[config.mk]
export PLATFORM = sky130hd
export DESIGN_NAME = serial_word_assembler
export DESIGN_NICKNAME = d
export VERILOG_FILES = /design/src/rtl/serial_word_assembler.sv
export SDC_FILE = /design/constraint.sdc
export NUM_CORES = 1
export LEC_CHECK = 0
export CORE_ASPECT_RATIO = 1.4
export CORE_MARGIN = 2
export CORE_UTILIZATION = 40
export DETAILED_ROUTE_END_ITERATION = 7
export PLACE_DENSITY_LB_ADDON = 0.05
export SLEW_MARGIN = 20
export SYNTH_ARGS = -nofsm -noshare
export SYNTH_HDL_FRONTEND = slang
export SYNTH_SLANG_ARGS = --single-unit
[constraint.sdc]
create_clock -name clk -period 2.2 [get_ports clk]
set_input_delay 0.55 -clock clk [delete_from_list [all_inputs] [get_ports clk]]
set_output_delay 0.55 -clock clk [all_outputs]
set_load 0.1 [all_outputs]
[src/rtl/serial_word_assembler.sv]
// serial_word_assembler: collects a serial bit stream into N-bit words, strobing load_out per word and clear_out on flush
//   clk        system clock
//   clear      synchronous active-high reset
//   bit_in     serial data, qualified by bit_valid
//   flush      aborts the partial word and pulses clear_out next cycle
//   data_out   last completed word (registered)
//   load_out   one-cycle strobe marking a new data_out
//   clear_out  one-cycle strobe to clear the downstream register
//   busy       a partial word is held
//   bit_count  bits accumulated in the current partial word
module serial_word_assembler #(
  parameter int N = 8,
  parameter bit MSB_FIRST = 1'b1
) (
  input  logic                 clk,
  input  logic                 clear,
  input  logic                 bit_in,
  input  logic                 bit_valid,
  input  logic                 flush,
  output logic [N-1:0]         data_out,
  output logic                 load_out,
  output logic                 clear_out,
  output logic                 busy,
  output logic [$clog2(N)-1:0] bit_count
);
  localparam int CW = $clog2(N);
  logic [N-1:0] sr, sr_next;
  logic [CW-1:0] cnt;
  logic last;
  assign sr_next = MSB_FIRST ? {sr[N-2:0], bit_in} : {bit_in, sr[N-1:1]};
  assign last = cnt == CW'(N - 1);
  assign busy = cnt != '0;
  assign bit_count = cnt;
  always_ff @(posedge clk) begin
    if (clear) begin
      sr <= '0;
      cnt <= '0;
      data_out <= '0;
      load_out <= 1'b0;
      clear_out <= 1'b0;
    end else begin
      load_out <= 1'b0;
      clear_out <= 1'b0;
      if (flush) begin
        sr <= '0;
        cnt <= '0;
        data_out <= '0;
        clear_out <= 1'b1;
      end else if (bit_valid) begin
        if (last) begin
          data_out <= sr_next;
          load_out <= 1'b1;
          sr <= '0;
          cnt <= '0;
        end else begin
          sr <= sr_next;
          cnt <= cnt + 1'b1;
        end
      end
    end
  end
endmodule

==> impl_metrics.ini <==
[timing]
clock.fmax_mhz = 574
setup_tns_ns = 0
finalSetupViolations = 0
worstMarginPinSlew_ns = 0.589
fin_ws_ns = 0.456
finClkSkew_ns = 0.00128
hold_viol_final = 0
min_period_ns = 1.74
slew_headroom = 0.607
layout_worst_path_cycle_share = 0.793
rsz0062_at_grt = no
finalMaxSlewViolations = 0
hold_slack_ns = 0.483

[drt]
drt_iter0_markers = 15
ant_nets = 0
wirelength_um = 1560
vias = 671
via_per_inst = 5.20
drc = 0
drt-pass1-iter-count = 4
wl_per_cell_um = 12.1

[cells_and_area]
seqCellArea_um2 = 403
area_growth_pct = 19.1
antennaDiodeCount = 0
nets = 117
final_cells = 129
fillers = 217
mostFrequentLayoutCell = dfxtp_1
layout-drive-gt1-share = 0.355
layout_common_cells = dfxtp_1 (18), buf_4 (15), a21oi_1 (9)
multi_input_area_um2 = 444

[clock_network]
cts_buffer_depth = 2
clk_pin_slew_ns = 0.12
clock_sinks = 20
cts-resized-gates = 0
clock_latency_ns = 0.30
cts-buffers-inserted = 3
htreeDepth = 1
cts_hold_buffers = 0
root_buffer = clkbuf_4
cts_tree = done
postCtsSetupRepairBufs = 0

[synthesis]
syn-num-nets = 100
yosysWarningCount = 0
syn_area_per_cell_um2 = 10.2
synth_cell_type_count = 18
ys_seq_area_frac = 0.431
syn_inst = 91
netlist_area_um2 = 930
yosys_register_bits = 20

[floorplanning]
placementRows = 20
dieArea_um2 = 2730
coreArea_um2 = 2180
io_pins = 19
die_w_um = 44.7
dieHeight_um = 61.0
initial_core_util = 0.427

[power_and_ir_drop]
total_power_uw = 736
power_density_nw_per_um2 = 665
power.leakage_nw = 0.425
irDropWorstVdd_mv = 0.330

[placement]
port_buffers = 18
dp_cells = 125
place.gp.congestion = 0.626
place_worst_setup_slack_ns = 0.460
dp_hpwl_um = 993

[run_status]
outcome = finished clean

[setup_path]
worstPathRequired_ns = 1.65
r2r_end = bit_count[0]$_SDFFE_PP0P_
r2r-start = bit_count[0]$_SDFFE_PP0P_
cp_max_fo = 5
cp-end-kind = primary output
critPathCapture = busy
start_kind = flop
ff2ff_setup_slack_ns = 0.60
reg2regPathDepth = 4
startpoint = bit_count[0]$_SDFFE_PP0P_
critPathArrivalTime_ns = 1.19
critical_path_class = flop to primary output

[job]
max-cap-violations = 0

[global_routing]
grt-ovfl-total = 0
antenna_found_initial = 0
track_usage = 0.136
grt_pass1_wl_um = 2690
grt_max_degree = 35
grt_pass1_vias = 620

[worst_hold_path]
hold_class = flop to flop
-- state kept, by name (all words and copies together) (netlist names) --
| name | count |
|---|---|
| bit_count | 3 |
| clear_out | 1 |
| data_out | 8 |
| load_out | 1 |
| sr | 7 |
-- Yosys cell counts --
cell / n / area share
buf_2: 1 / 0.0054
a21oi_1: 9 / 0.048
nand2b_1: 9 / 0.061
mux2i_1: 2 / 0.022
ha_1: 4 / 0.054
nand3_1: 8 / 0.043
buf_6: 6 / 0.073
dfxtp_1: 20 / 0.43
a21bo_2: 8 / 0.086
nand2_1: 1 / 0.0040
a21oi_2: 7 / 0.066
nand3b_1: 7 / 0.057
nor2_1: 3 / 0.012
or3b_1: 1 / 0.0094
buf_4: 1 / 0.0081
inv_1: 2 / 0.0081
nor2b_1: 1 / 0.0067
or2_1: 1 / 0.0067
-- worst max-delay path: stages (launching register included) --
cell and delay [ns]:
dfxtp_2 0.38, inv_1 0.05, ha_1 0.20, nand2b_2 0.09, buf_12 0.17
-- metal layers --
layer / up-vias / part of all wire / global-route usage
met4: 0 / 0.014 / 0.0909
met3: 2 / 0.044 / 0.0176
met5: - / 0 / 0
met1: 315 / 0.47 / 0.185
li1: 338 / - / -
met2: 16 / 0.47 / 0.201
-- area by class of cell --
cell class | count | share of cell area
timing repair buffer | 20 | 0.156
inverter | 2 | 0.00678
tap | 22 | 0.0249
clock inverter | 1 | 0.0271
clock buffer | 3 | 0.0203
multi-input combinational | 61 | 0.401
sequential | 20 | 0.364
-- cell families (layout without fill, tap and decap cells) --
kind of cell | after synthesis | count (layout) | share of synthesized area
and+or+nand+nor | 31 | 31 | 0.199
AOI/OAI and AO/OA | 24 | 24 | 0.201
DFF | 20 | 20 | 0.431
buffers and inverters | 10 | 26 | 0.0942
adders and majority gates | 4 | 4 | 0.0538
muxes | 2 | 2 | 0.0215
-- metrics by stage --
| step | utilization | instance area (um2) |
|---|---|---|
| finish | 0.509 | 1110 |
| floorplan | - | 935 |
| CTS | 0.509 | 1110 |
| global placement | 0.484 | 1050 |
| global route | 0.509 | 1110 |
| detailed placement | 0.484 | 1050 |
-- power by group --
| group | internal, mW | switching, mW |
|---|---|---|
| clock network | 0.184 | 0.118 |
| logic | 0.0225 | 0.0442 |
| registers | 0.365 | 0.00215 |
| total | 0.572 | 0.165 |
-- how the worst min path moves through the flow --
| stage | from | endpoint | slack [ns] | depth (start not counted) |
|---|---|---|---|---|
| 6_report | sr[6]$_SDFFE_PP0P_ | sr[6]$_SDFFE_PP0P_ | 0.48 | 2 |
| 5_1_grt | sr[4]$_SDFFE_PP0P_ | sr[4]$_SDFFE_PP0P_ | 0.52 | 2 |
| 4_1_cts | sr[6]$_SDFFE_PP0P_ | sr[6]$_SDFFE_PP0P_ | 0.49 | 2 |
| 3_5_place_dp | sr[6]$_SDFFE_PP0P_ | sr[6]$_SDFFE_PP0P_ | 0.47 | 2 |
| 3_3_place_gp | sr[6]$_SDFFE_PP0P_ | sr[6]$_SDFFE_PP0P_ | 0.46 | 2 |
| 2_1_floorplan | sr[6]$_SDFFE_PP0P_ | sr[6]$_SDFFE_PP0P_ | 0.44 | 2 |
No activity file was read; power rests on OpenSTA's default activity.
